<file path="config.mk">
export PLATFORM = sky130hd
export DESIGN_NAME = uart_receiver
export DESIGN_NICKNAME = d
export VERILOG_FILES = /design/src/rtl/uart_pkg.sv /design/src/rtl/sync2.sv /design/src/rtl/uart_receiver.sv
export SDC_FILE = /design/constraint.sdc
export NUM_CORES = 1
export LEC_CHECK = 0
export CAP_MARGIN = 10
export CELL_PAD_IN_SITES_DETAIL_PLACEMENT = 0
export CELL_PAD_IN_SITES_GLOBAL_PLACEMENT = 1
export CORE_ASPECT_RATIO = 0.7
export CORE_MARGIN = 3
export CORE_UTILIZATION = 50
export DETAILED_ROUTE_END_ITERATION = 7
export PLACE_DENSITY_LB_ADDON = 0.15
export SYNTH_ARGS = -nofsm -noshare
export SYNTH_HDL_FRONTEND = slang
export SYNTH_SLANG_ARGS = --single-unit
</file>
<file path="constraint.sdc">
create_clock -name clk -period 3.1 [get_ports clk]
set_input_delay 0.62 -clock clk [delete_from_list [all_inputs] [get_ports clk]]
set_output_delay 0.62 -clock clk [all_outputs]
set_load 0.1 [all_outputs]
</file>
<file path="src/rtl/uart_pkg.sv">
// Shared UART definitions used by the RX and TX paths: receiver state
// encoding, frame width, default bit period and a 3-input majority helper.
package uart_pkg;

  localparam int UART_DATA_BITS = 8;

  // 115200 baud from the 10 MHz system clock
  localparam int UART_CLK_CYCLES_DEFAULT = 87;

  typedef enum logic [2:0] {
    IDLE  = 3'd0,
    START = 3'd1,
    DATA  = 3'd2,
    STOP  = 3'd3,
    BREAK = 3'd4
  } uart_rx_state_e;

  function automatic logic maj3(input logic a, input logic b, input logic c);
    return (a & b) | (a & c) | (b & c);
  endfunction

endpackage

</file>
<file path="src/rtl/sync2.sv">
// Two-flop synchronizer for a single asynchronous input. RST_VAL sets the
// value both flops take in reset (1 for idle-high lines such as UART RX).
module sync2 #(
  parameter logic RST_VAL = 1'b0
) (
  input  logic clk,
  input  logic rst_n,
  input  logic d,
  output logic q
);

  logic meta;

  // Double-register the asynchronous input
  always_ff @(posedge clk or negedge rst_n) begin
    if (!rst_n) begin
      meta <= RST_VAL;
      q    <= RST_VAL;
    end else begin
      meta <= d;
      q    <= meta;
    end
  end

endmodule

</file>
<file path="src/rtl/uart_receiver.sv">
// UART receiver, 8N1, LSB first, idle-high line. Delivers bytes through a
// valid/ack holding register and pulses framing_err / overrun.
// Build option: define UART_RX_MAJORITY_EN to take each start/data/stop
// sample as a 3-cycle majority vote around mid-bit (decision one cycle later).
//
// state | meaning
// IDLE  | line idle, waiting for rx_s=0
// START | timing to mid start bit, rejecting false starts
// DATA  | sampling 8 data bits, one per bit period
// STOP  | timing to mid stop bit; commit byte or flag framing error
// BREAK | stop bit was 0; waiting for the line to return high
module uart_receiver
  import uart_pkg::*;
#(
  parameter int CLK_CYCLES = UART_CLK_CYCLES_DEFAULT,
  parameter int CTR_W      = 16
) (
  input  logic       clk,
  input  logic       rst_n,
  input  logic       uart_rx,
  output logic [7:0] data,
  output logic       valid,
  input  logic       ack,
  output logic       framing_err,
  output logic       overrun
);

`ifdef UART_RX_MAJORITY_EN
  localparam int MAJ_DELAY = 1;
`else
  localparam int MAJ_DELAY = 0;
`endif

  // Down-counter loads: sample when the counter reaches zero
  localparam logic [CTR_W-1:0] HALF_LOAD = CTR_W'(CLK_CYCLES / 2 + MAJ_DELAY);
  localparam logic [CTR_W-1:0] BIT_LOAD  = CTR_W'(CLK_CYCLES - 1);
  localparam logic [2:0]       LAST_IDX  = 3'(UART_DATA_BITS - 1);

  uart_rx_state_e            state_q, state_d;
  logic [CTR_W-1:0]          ctr_q, ctr_next;
  logic [2:0]                idx_q;
  logic [UART_DATA_BITS-1:0] shreg;
  logic                      rx_s, rx_bit;
  logic                      ctr_load, sample, commit, frame_bad, tc;

  sync2 #(.RST_VAL(1'b1)) u_sync (
    .clk   (clk),
    .rst_n (rst_n),
    .d     (uart_rx),
    .q     (rx_s)
  );

`ifdef UART_RX_MAJORITY_EN
  logic [1:0] rx_hist;

  // Keep the two previous synchronized samples for the majority vote
  always_ff @(posedge clk or negedge rst_n) begin
    if (!rst_n) rx_hist <= 2'b11;
    else        rx_hist <= {rx_hist[0], rx_s};
  end

  assign rx_bit = maj3(rx_hist[1], rx_hist[0], rx_s);
`else
  assign rx_bit = rx_s;
`endif

  assign tc = (ctr_q == '0);

  // Next-state and sample strobes
  always_comb begin
    state_d   = state_q;
    ctr_load  = 1'b0;
    sample    = 1'b0;
    commit    = 1'b0;
    frame_bad = 1'b0;
    case (state_q)
      IDLE: begin
        if (!rx_s) begin
          state_d  = START;
          ctr_load = 1'b1;
        end
      end
      START: begin
        if (tc) begin
          if (rx_bit) begin
            state_d = IDLE;
          end else begin
            state_d  = DATA;
            ctr_load = 1'b1;
          end
        end
      end
      DATA: begin
        if (tc) begin
          sample   = 1'b1;
          ctr_load = 1'b1;
          if (idx_q == LAST_IDX) state_d = STOP;
        end
      end
      STOP: begin
        if (tc) begin
          if (rx_bit) begin
            commit  = 1'b1;
            state_d = IDLE;
          end else begin
            frame_bad = 1'b1;
            state_d   = BREAK;
          end
        end
      end
      BREAK: begin
        if (rx_s) state_d = IDLE;
      end
      default: state_d = IDLE;
    endcase
    ctr_next = (state_d == START) ? HALF_LOAD : BIT_LOAD;
  end

  // State register, bit timer, bit index and shift register
  always_ff @(posedge clk or negedge rst_n) begin
    if (!rst_n) begin
      state_q <= IDLE;
      ctr_q   <= '0;
      idx_q   <= '0;
      shreg   <= '0;
    end else begin
      state_q <= state_d;
      if (ctr_load)          ctr_q <= ctr_next;
      else if (ctr_q != '0)  ctr_q <= ctr_q - CTR_W'(1);
      if (state_q == START)  idx_q <= '0;
      else if (sample)       idx_q <= idx_q + 3'd1;
      if (sample)            shreg <= {rx_bit, shreg[UART_DATA_BITS-1:1]};
    end
  end

  // Holding register, handshake and error pulses
  always_ff @(posedge clk or negedge rst_n) begin
    if (!rst_n) begin
      data        <= '0;
      valid       <= 1'b0;
      framing_err <= 1'b0;
      overrun     <= 1'b0;
    end else begin
      framing_err <= frame_bad;
      overrun     <= 1'b0;
      if (commit) begin
        if (!valid) begin
          data  <= shreg;
          valid <= 1'b1;
        end else if (ack) begin
          data  <= shreg;
        end else begin
          overrun <= 1'b1;
        end
      end else if (valid && ack) begin
        valid <= 1'b0;
      end
    end
  end

endmodule

</file>
==> results of run 1 <==
==> how the worst max path moves through the flow <==
stage	end	slack (ns)	depth (start not counted)	from
after floorplan	data[0]	0.95	8	ctr_q[0]
after global placement	idx_q[1]	0.86	8	ctr_q[0]
after detailed placement	shreg[3]	0.78	7	ctr_q[0]
after CTS	shreg[6]	0.77	7	ctr_q[0]
after global routing	data[6]	0.60	8	ctr_q[0]
final	data[5]	0.77	8	ctr_q[0]
==> through the flow <==
stage                     setup slack (ns)  hold WS (ns)  power (W)  cells  instance area, um2
final                                0.766         0.359    0.00123    240                2260
after global routing                 0.604         0.362    0.00131    240                2260
after global placement               0.861         0.346   0.000804    232                2150
after CTS                            0.775         0.361    0.00125    240                2260
after detailed placement             0.782         0.349   0.000813    232                2150
after floorplan                      0.948         0.324   0.000765    172                2000
==> placed cells by master, fill, tap and decap left out, types with 2 or more instances in the layout <==
| master | Yosys | final |
|---|---|---|
| a21oi_1 | 3 | 3 |
| a41oi_1 | 2 | 2 |
| and3_1 | 2 | 2 |
| buf_4 | 1 | 13 |
| clkbuf_8 | 0 | 5 |
| clkdlybuf4s50_1 | 0 | 2 |
| dfrtp_1 | 41 | 41 |
| dfstp_2 | 2 | 2 |
| ha_1 | 4 | 4 |
| inv_1 | 3 | 3 |
| mux2_2 | 16 | 16 |
| mux2i_1 | 2 | 2 |
| nand2_1 | 10 | 10 |
| nand2b_1 | 2 | 2 |
| nand3_1 | 3 | 3 |
| nor2_1 | 19 | 19 |
| nor2b_1 | 6 | 6 |
| nor3_1 | 5 | 5 |
| nor3b_1 | 2 | 2 |
| nor4_1 | 4 | 4 |
| o211ai_1 | 2 | 2 |
| o21ai_0 | 7 | 7 |
| or4_4 | 2 | 2 |
| xnor2_1 | 10 | 10 |
| xor2_1 | 2 | 2 |
==> kinds of logic after synthesis <==
group / share of synthesized area (%)
AOI/OAI and AO/OA: 6.31
xor gates and xnor gates: 5.25
adders and majority gates: 2.50
buffers and inverters: 2.62
DFF: 53.9
muxes: 10.6
and+or+nand+nor: 18.9
==> sequential cells by signal (all words and copies together), names as in the netlist, 3 cells and up <==
name and flops:
state_q 3, shreg 8, data 8, idx_q 3, ctr_q 16
==> per-layer routing <==
layer	global-route usage, %	share of wire [%]
met4	3.79	0.79
met2	24.4	44
met1	26.9	51
met5	0	0
met3	6.73	3.9
==> worst reg2reg max path, delay by kind of cell, from the launching register on <==
family                     cells  cell delay, ns
buffers and inverters          2            0.28
and+or+nand+nor                4            1.04
DFF                            1            0.42
muxes                          1            0.35
adders and majority gates      1            0.13
==> power groups by stage <==
stage / Sequential [W] / Combinational (W) / Clock [W]
floorplan: 0.000626 / 0.000139 / 0
global placement: 0.000635 / 0.000169 / 0
detailed placement: 0.000639 / 0.000175 / 0
CTS: 0.000627 / 0.000176 / 0.000444
global route: 0.000632 / 0.000199 / 0.000477
finish: 0.000628 / 0.000174 / 0.000430
==> cell type report <==
cell class	instances	area (um2)
timing repair buffer	16	123
multi-input combinational	120	871
inverter	3	11.3
clock buffer	5	68.8
sequential	43	1080
clock inverter	3	43.8
fill	295	1410
tap	50	62.6
==> impl_metrics.env, run 1 <==
export IMPL_grt_max_degree=44
export IMPL_routabilityCongestion=0.848
export IMPL_wire_per_inst_um=15.2
export IMPL_drcViolationCount=0
export IMPL_cp_max_fo=8
export IMPL_final_core_util_pct=61.5
export IMPL_synth_warnings=0
export IMPL_detail_route_antenna_nets=0
export IMPL_dr_pass1_iters=4
export IMPL_netlist_cell_type_count=42
export IMPL_rows=18
export IMPL_crit_chain="inv_1 > ha_1 > or4b_1 > nor4_4 > nand4_1 > nor2b_1 > buf_4 > mux2_2"
export IMPL_required_ns=3.28
export IMPL_max_cap_violations=0
export IMPL_holdPathEnd="u_sync.q"
export IMPL_internal_power_w=0.000909
export IMPL_clockPowerShare_pct=34.9
export IMPL_ir_worst_vdd_mv=0.319
export IMPL_clock_root_buffer="clkbuf_8"
export IMPL_start_util_pct=54.5
export IMPL_portBuffers=14
export IMPL_finalHoldViolCount=0
export IMPL_holdCritStartpoint="u_sync.meta"
export IMPL_yosysTopAreaCellShare_pct=51.2
export IMPL_core_area_mm2=0.00367
export IMPL_antenna_found_initial=0
export IMPL_synth_nets=180
export IMPL_die_w_um=81.6
export IMPL_clockBufferDepth=2
export IMPL_hold_class="flip-flop to flip-flop"
export IMPL_die_area_mm2=0.00481
export IMPL_r2r_start="ctr_q[0]"
export IMPL_end_kind="flip-flop"
export IMPL_first_iter_violations=62
export IMPL_min_path_cells=0
export IMPL_numCtsBuffers=5
export IMPL_status="completed"
export IMPL_synth_area_leader_cell="dfrtp_1"
export IMPL_setup_viol=0
export IMPL_io_pins=15
export IMPL_p_leak_nw=1.08
export IMPL_grt_pass1_vias=1283
export IMPL_cts_sinks=43
export IMPL_ys_ff_latch=43
export IMPL_finalNetCount=197
export IMPL_synth_yosys_seq_area_share_pct=53.9
export IMPL_cts_setup_buffers=0
export IMPL_yosysMostFrequentCell="dfrtp_1"
export IMPL_slew_headroom_pct=38.2
export IMPL_power_frac_comb_pct=14.2
export IMPL_dpl_hpwl_mm=2.61
export IMPL_tns_ns=0
export IMPL_fp_dieH_um=58.9
export IMPL_rr_worst_depth=8
export IMPL_fmax_mhz=428
export IMPL_synth_commonest_cells="41 x dfrtp_1, 19 x nor2_1, 16 x mux2_2"
export IMPL_cts_hold_buffers=0
export IMPL_p_sw_w=0.000323
export IMPL_cp_start_kind="flip-flop"
export IMPL_drt_vias_per_instance=5.41
export IMPL_period_share_pct=75.3
export IMPL_drive_gt1_share_pct=25.3
export IMPL_synth_area_top_cells="dfrtp_1 51%, mux2_2 9.0%, xnor2_1 4.4%"
export IMPL_synth_edf_count=0
export IMPL_cts_tree="yes"
export IMPL_vias=1299
export IMPL_htreeDepth=2
export IMPL_worstMarginPinSlew_ns=0.927
export IMPL_insertion_delay_ns=0.29
export IMPL_grt_pass1_wl_mm=6.42
export IMPL_cts_resized_gates=0
export IMPL_p_sw_share_pct=26.2
export IMPL_clkTransAtPathRegs_ns=0.08
export IMPL_final_max_slew_viol_count=0
export IMPL_cp_slowest_cell="or4b_1"
export IMPL_synthFlopType="dfrtp_1"
export IMPL_wl_mm=3.65
export IMPL_worstReg2RegEnd="data[5]"
export IMPL_grt_ovfl_total=0
export IMPL_syn_inst=172
export IMPL_power_per_cell_area_mw_per_mm2=546
export IMPL_synth_area_mm2=0.00200
export IMPL_finClkSkew_ns=0.00748
export IMPL_syn2layout_area_growth_pct=12.8
export IMPL_seqPwrFrac_pct=51.0
export IMPL_r2r_setup_slack_ns=0.77
export IMPL_max_stage_delay_ns=0.51
export IMPL_path_buf_inv=2
export IMPL_worstSetupPathType="flip-flop to flip-flop"
export IMPL_diodes=0
export IMPL_syn_avg_cell_area_um2=11.6
export IMPL_min_period_ns=2.33
export IMPL_rsz0062_at_grt="false"
export IMPL_cp_top_family="simple AND/OR/NAND/NOR gates"
export IMPL_synthArstFlopShare_pct=100
export IMPL_crit_arrival_ns=2.51
export IMPL_grt_usage_pct=17.8
(Power assumes the default switching activity.)
==> run 2: changes to the inputs <==
- CORE_UTILIZATION: 50 -> 46
- clock period: 3.1 -> 2.4 ns (I/O delays scaled with it)
==> impl_metrics.env, run 2 (synthesis results as in run 1) <==
export IMPL_worstSetupPathType="flip-flop to flip-flop"
export IMPL_syn2layout_area_growth_pct=14.3
export IMPL_wire_per_inst_um=14.9
export IMPL_wirelength_met1_mm=1.86
export IMPL_worstReg2RegEnd="ctr_q[4]"
export IMPL_drcViolationCount=0
export IMPL_cp_endpoint="ctr_q[4]"
export IMPL_fmax_mhz=437
export IMPL_stdcell_area_mm2=0.00229
export IMPL_first_iter_violations=42
export IMPL_worstMarginPinSlew_ns=0.942
export IMPL_rr_worst_depth=6
export IMPL_clockBufferDepth=2
export IMPL_drt_vias_per_instance=5.42
export IMPL_routabilityCongestion=0.861
export IMPL_cp_start_kind="flip-flop"
export IMPL_grt_max_degree=44
export IMPL_wl_met2_mm=1.62
export IMPL_insertion_delay_ns=0.29
export IMPL_start_util_pct=49.5
export IMPL_clkTransAtPathRegs_ns=0.09
export IMPL_placed_area_mm2=0.00216
export IMPL_crit_start="ctr_q[6]"
export IMPL_pre_cts_ws_ns=0.0914
export IMPL_antenna_found_initial=0
export IMPL_die_area_mm2=0.00519
export IMPL_min_period_ns=2.29
export IMPL_highest_layer="met4"
export IMPL_dr_pass1_iters=4
export IMPL_largest_reg_flops=16
export IMPL_final_common_cell="dfrtp_1"
export IMPL_required_ns=2.58
export IMPL_tns_ns=0
export IMPL_grt_pass1_wl_mm=6.28
export IMPL_dpl_hpwl_mm=2.60
export IMPL_rows=19
export IMPL_p_leak_nw=1.09
export IMPL_grt_pass1_vias=1286
export IMPL_wl_mm=3.65
export IMPL_power_per_cell_area_mw_per_mm2=699
export IMPL_status="completed"
export IMPL_core_area_mm2=0.00404
export IMPL_wl_met3_um=158
export IMPL_setup_viol=0
export IMPL_largestRegisters="ctr_q x16, data x8, shreg x8"
export IMPL_finalNetCount=199
export IMPL_top_register="ctr_q"
export IMPL_grt_usage_pct=15.8
export IMPL_io_pins=15
export IMPL_cts_tree="yes"
export IMPL_die_w_um=84.9
export IMPL_htreeDepth=2
export IMPL_numCtsBuffers=5
export IMPL_end_kind="flip-flop"
export IMPL_ir_worst_vdd_mv=0.370
export IMPL_period_share_pct=95.4
export IMPL_portBuffers=14
export IMPL_vias=1323
export IMPL_final_max_slew_viol_count=0
export IMPL_r2r_setup_slack_ns=0.11
export IMPL_hold_class="input port to async pin"
export IMPL_cp_max_fo=10
export IMPL_drive_gt1_share_pct=26.6
export IMPL_cts_hold_buffers=0
export IMPL_max_cap_violations=0
export IMPL_cts_sinks=43
export IMPL_crit_arrival_ns=2.47
export IMPL_detail_route_antenna_nets=0
export IMPL_fp_dieH_um=61.2
export IMPL_r2r_start="ctr_q[6]"
export IMPL_fin_ws_ns=0.112
export IMPL_diodes=0
export IMPL_grt_ovfl_total=0
export IMPL_clock_root_buffer="clkbuf_8"
export IMPL_slew_headroom_pct=37.2
export IMPL_final_cell_mix="41 x dfrtp_1, 19 x nor2_1, 16 x mux2_2"
export IMPL_finalHoldViolCount=0
export IMPL_finClkSkew_ns=0.0124
==> run 2: metrics by stage <==
step	instances	hold WS (ns)	power (W)	utilization, %
after global placement	235	0.346	0.00105	53.3
after detailed placement	235	0.353	0.00105	53.3
after global routing	244	0.369	0.00170	56.6
final	244	0.329	0.00160	56.6
after CTS	243	0.348	0.00162	56.1
after floorplan	172	0.184	0.000989	-
==> run 2: how the worst min path moves through the flow <==
| stage | from | end | slack (ns) | depth (start not counted) |
|---|---|---|---|---|
| after global placement | u_sync.meta | u_sync.q | 0.35 | 0 |
| after CTS | rst_n | data[0] | 0.35 | 1 |
| after global routing | u_sync.meta | u_sync.q | 0.37 | 0 |
| after floorplan | rst_n | ctr_q[0] | 0.18 | 0 |
| after detailed placement | u_sync.meta | u_sync.q | 0.35 | 0 |
| final | rst_n | data[0] | 0.33 | 1 |
==> run 2: cell type report <==
class	instances	area [um2]
multi-input combinational	120	883
inverter	3	11.3
tap	52	65.1
timing repair buffer	18	138
clock inverter	3	43.8
clock buffer	5	68.8
sequential	43	1080
fill	354	1750
==> run 2: worst max-delay path, stage by stage (launching register included) <==
cell and delay (ns):
dfrtp_1 0.46, or4_4 0.59, nor4_4 0.29, buf_4 0.24, nand2b_2 0.07, mux2_1 0.31
o211a_1 0.20
==> run 2: timing repair <==
action                     4_1_cts  5_1_grt
gates resized for setup          0        2
setup endpoints to repair        0       18
hold endpoints to repair         0        0
setup buffers                    0        1
==> run 2: metal layers <==
metal / vias up / global-route usage, %
met5: - / 0
met4: 0 / 4.97
met3: 2 / 5.21
met2: 24 / 22.5
met1: 651 / 23.0
li1: 646 / -
==> run 2: power breakdown <==
| part | internal (W) | switching, W |
|---|---|---|
| combinational | 0.000105 | 0.000127 |
| sequential | 0.000765 | 0.0000459 |
| clock | 0.000310 | 0.000248 |
| total | 0.00118 | 0.000421 |
==> run 3: changes to the inputs <==
--- a/config.mk
+++ b/config.mk
@@ -10,8 +10,8 @@
 export CELL_PAD_IN_SITES_GLOBAL_PLACEMENT = 1
 export CORE_ASPECT_RATIO = 0.7
-export CORE_MARGIN = 3
 export CORE_UTILIZATION = 46
 export DETAILED_ROUTE_END_ITERATION = 7
 export PLACE_DENSITY_LB_ADDON = 0.15
+export RECOVER_POWER = 100
 export SYNTH_ARGS = -nofsm -noshare
 export SYNTH_HDL_FRONTEND = slang
==> constraint.sdc (replaced) <==
create_clock -name clk -period 2.4 [get_ports clk]
set_input_delay 0.48 -clock clk [delete_from_list [all_inputs] [get_ports clk]]
set_output_delay 0.48 -clock clk [all_outputs]
set_load 0.005 [all_outputs]
==> impl_metrics.env, run 3 (synthesis results as in run 1) <==
export IMPL_max_cap_violations=0
export IMPL_syn2layout_area_growth_pct=16.0
export IMPL_portBuffers=14
export IMPL_die_w_um=80.9
export IMPL_largestRegisters="ctr_q x16, data x8, shreg x8"
export IMPL_drcViolationCount=0
export IMPL_finalNetCount=202
export IMPL_gr_usage_met2_pct=26.8
export IMPL_hold_class="flip-flop to flip-flop"
export IMPL_fmax_mhz=438
export IMPL_top_usage_layer="met2"
export IMPL_final_max_slew_viol_count=0
export IMPL_path_buf_inv=1
export IMPL_die_area_mm2=0.00462
export IMPL_met1_usage_pct=26.6
export IMPL_finClkSkew_ns=0.0129
export IMPL_fin_ws_ns=0.117
export IMPL_total_power_w=0.00156
export IMPL_final_core_util_pct=57.5
export IMPL_status="completed"
export IMPL_grt_usage_pct=18.1
export IMPL_antenna_found_initial=0
export IMPL_fillers=334
export IMPL_cp_max_fo=8
export IMPL_end_kind="flip-flop"
export IMPL_hold_slack_ns=0.361
export IMPL_drt_vias_per_instance=5.46
export IMPL_cp_slowest_cell="or4_4"
export IMPL_first_iter_violations=95
export IMPL_numCtsBuffers=5
export IMPL_cp_depth=6
export IMPL_ir_worst_vdd_mv=0.370
export IMPL_largest_reg_flops=16
export IMPL_drive_gt1_share_pct=23.6
export IMPL_dpl_hpwl_mm=2.61
export IMPL_vias=1348
export IMPL_dr_pass1_iters=4
export IMPL_cp_start_kind="flip-flop"
export IMPL_routabilityCongestion=0.791
export IMPL_diodes=0
export IMPL_rr_worst_depth=6
export IMPL_finalHoldViolCount=0
export IMPL_worstReg2RegEnd="data[3]"
export IMPL_max_stage_delay_ns=0.56
export IMPL_wl_mm=3.69
export IMPL_grt_ovfl_total=0
export IMPL_cts_hold_buffers=0
export IMPL_fp_dieH_um=57.2
export IMPL_grt_pass1_vias=1271
export IMPL_insertion_delay_ns=0.29
export IMPL_start_util_pct=49.5
export IMPL_setup_viol=0
export IMPL_wire_per_inst_um=14.9
export IMPL_rows=19
export IMPL_cp_endpoint="data[3]"
export IMPL_final_common_cell="dfrtp_1"
export IMPL_worstMarginPinSlew_ns=1.06
export IMPL_required_ns=2.57
export IMPL_detail_route_antenna_nets=0
export IMPL_top_register="ctr_q"
export IMPL_crit_arrival_ns=2.46
export IMPL_min_period_ns=2.28
export IMPL_slew_headroom_pct=29.5
export IMPL_cts_sinks=43
export IMPL_p_leak_nw=1.12
export IMPL_clkTransAtPathRegs_ns=0.09
export IMPL_grt_max_degree=44
export IMPL_crit_start="ctr_q[7]"
export IMPL_tns_ns=0
export IMPL_clock_root_buffer="clkbuf_8"
export IMPL_r2r_start="ctr_q[7]"
export IMPL_htreeDepth=2
export IMPL_period_share_pct=95.1
export IMPL_worstSetupPathType="flip-flop to flip-flop"
export IMPL_crit_chain="or4_4 > nor4_4 > nand4_1 > nor2b_1 > buf_4 > mux2_2"
export IMPL_use_met3_pct=4.80
export IMPL_cts_tree="yes"
export IMPL_pre_cts_ws_ns=0.0905
export IMPL_cp_top_family="simple AND/OR/NAND/NOR gates"
export IMPL_core_area_mm2=0.00404
export IMPL_clockBufferDepth=2
export IMPL_final_cell_mix="40 x dfrtp_1, 19 x nor2_1, 16 x mux2_2"
export IMPL_grt_pass1_wl_mm=6.30
export IMPL_io_pins=15
export IMPL_r2r_setup_slack_ns=0.12
export IMPL_power_per_cell_area_mw_per_mm2=673
export IMPL_rsz0062_at_grt="false"
==> run 3: worst min-delay path by stage <==
stage	start	to	slack, ns	cells after the start
after floorplan	rst_n	ctr_q[0]	0.18	0
after global placement	u_sync.meta	u_sync.q	0.35	0
after detailed placement	u_sync.meta	u_sync.q	0.35	0
after CTS	rst_n	ctr_q[4]	0.36	1
after global routing	u_sync.meta	u_sync.q	0.36	0
final	u_sync.meta	u_sync.q	0.36	0
==> run 3: where the power goes <==
part           leakage [nW]  switching [W]  total (W)  internal, W
Sequential            0.572      0.0000446   0.000810     0.000765
Clock                0.0505       0.000245   0.000507     0.000262
Combinational         0.492       0.000129   0.000247     0.000118
==> run 3: layer usage <==
metal | part of all wire [%] | vias up
met2 | 45 | 27
met3 | 3.7 | 2
met4 | 0.35 | 0
met1 | 51 | 671
met5 | 0 | -
li1 | - | 648
==> run 3: cell type report <==
| type | instances | area (um2) | share of cell area, % |
|---|---|---|---|
| tap | 52 | 65.1 | 2.80 |
| timing repair buffer | 21 | 188 | 8.08 |
| clock inverter | 1 | 7.51 | 0.323 |
| clock buffer | 7 | 96.3 | 4.15 |
| multi-input combinational | 120 | 875 | 37.7 |
| sequential | 43 | 1080 | 46.5 |
| inverter | 3 | 11.3 | 0.485 |
==> run 3: stage by stage <==
step / area [um2] / std cells
final: 2320 / 247
after global routing: 2320 / 247
after CTS: 2290 / 243
after detailed placement: 2180 / 235
after global placement: 2180 / 235
after floorplan: 2000 / 172
==> run 3: what timing repair did <==
action / CTS / global route
endpoints found under the setup margin: 0 / 19
resized for setup: 0 / 4
buffers inserted: 0 / 4
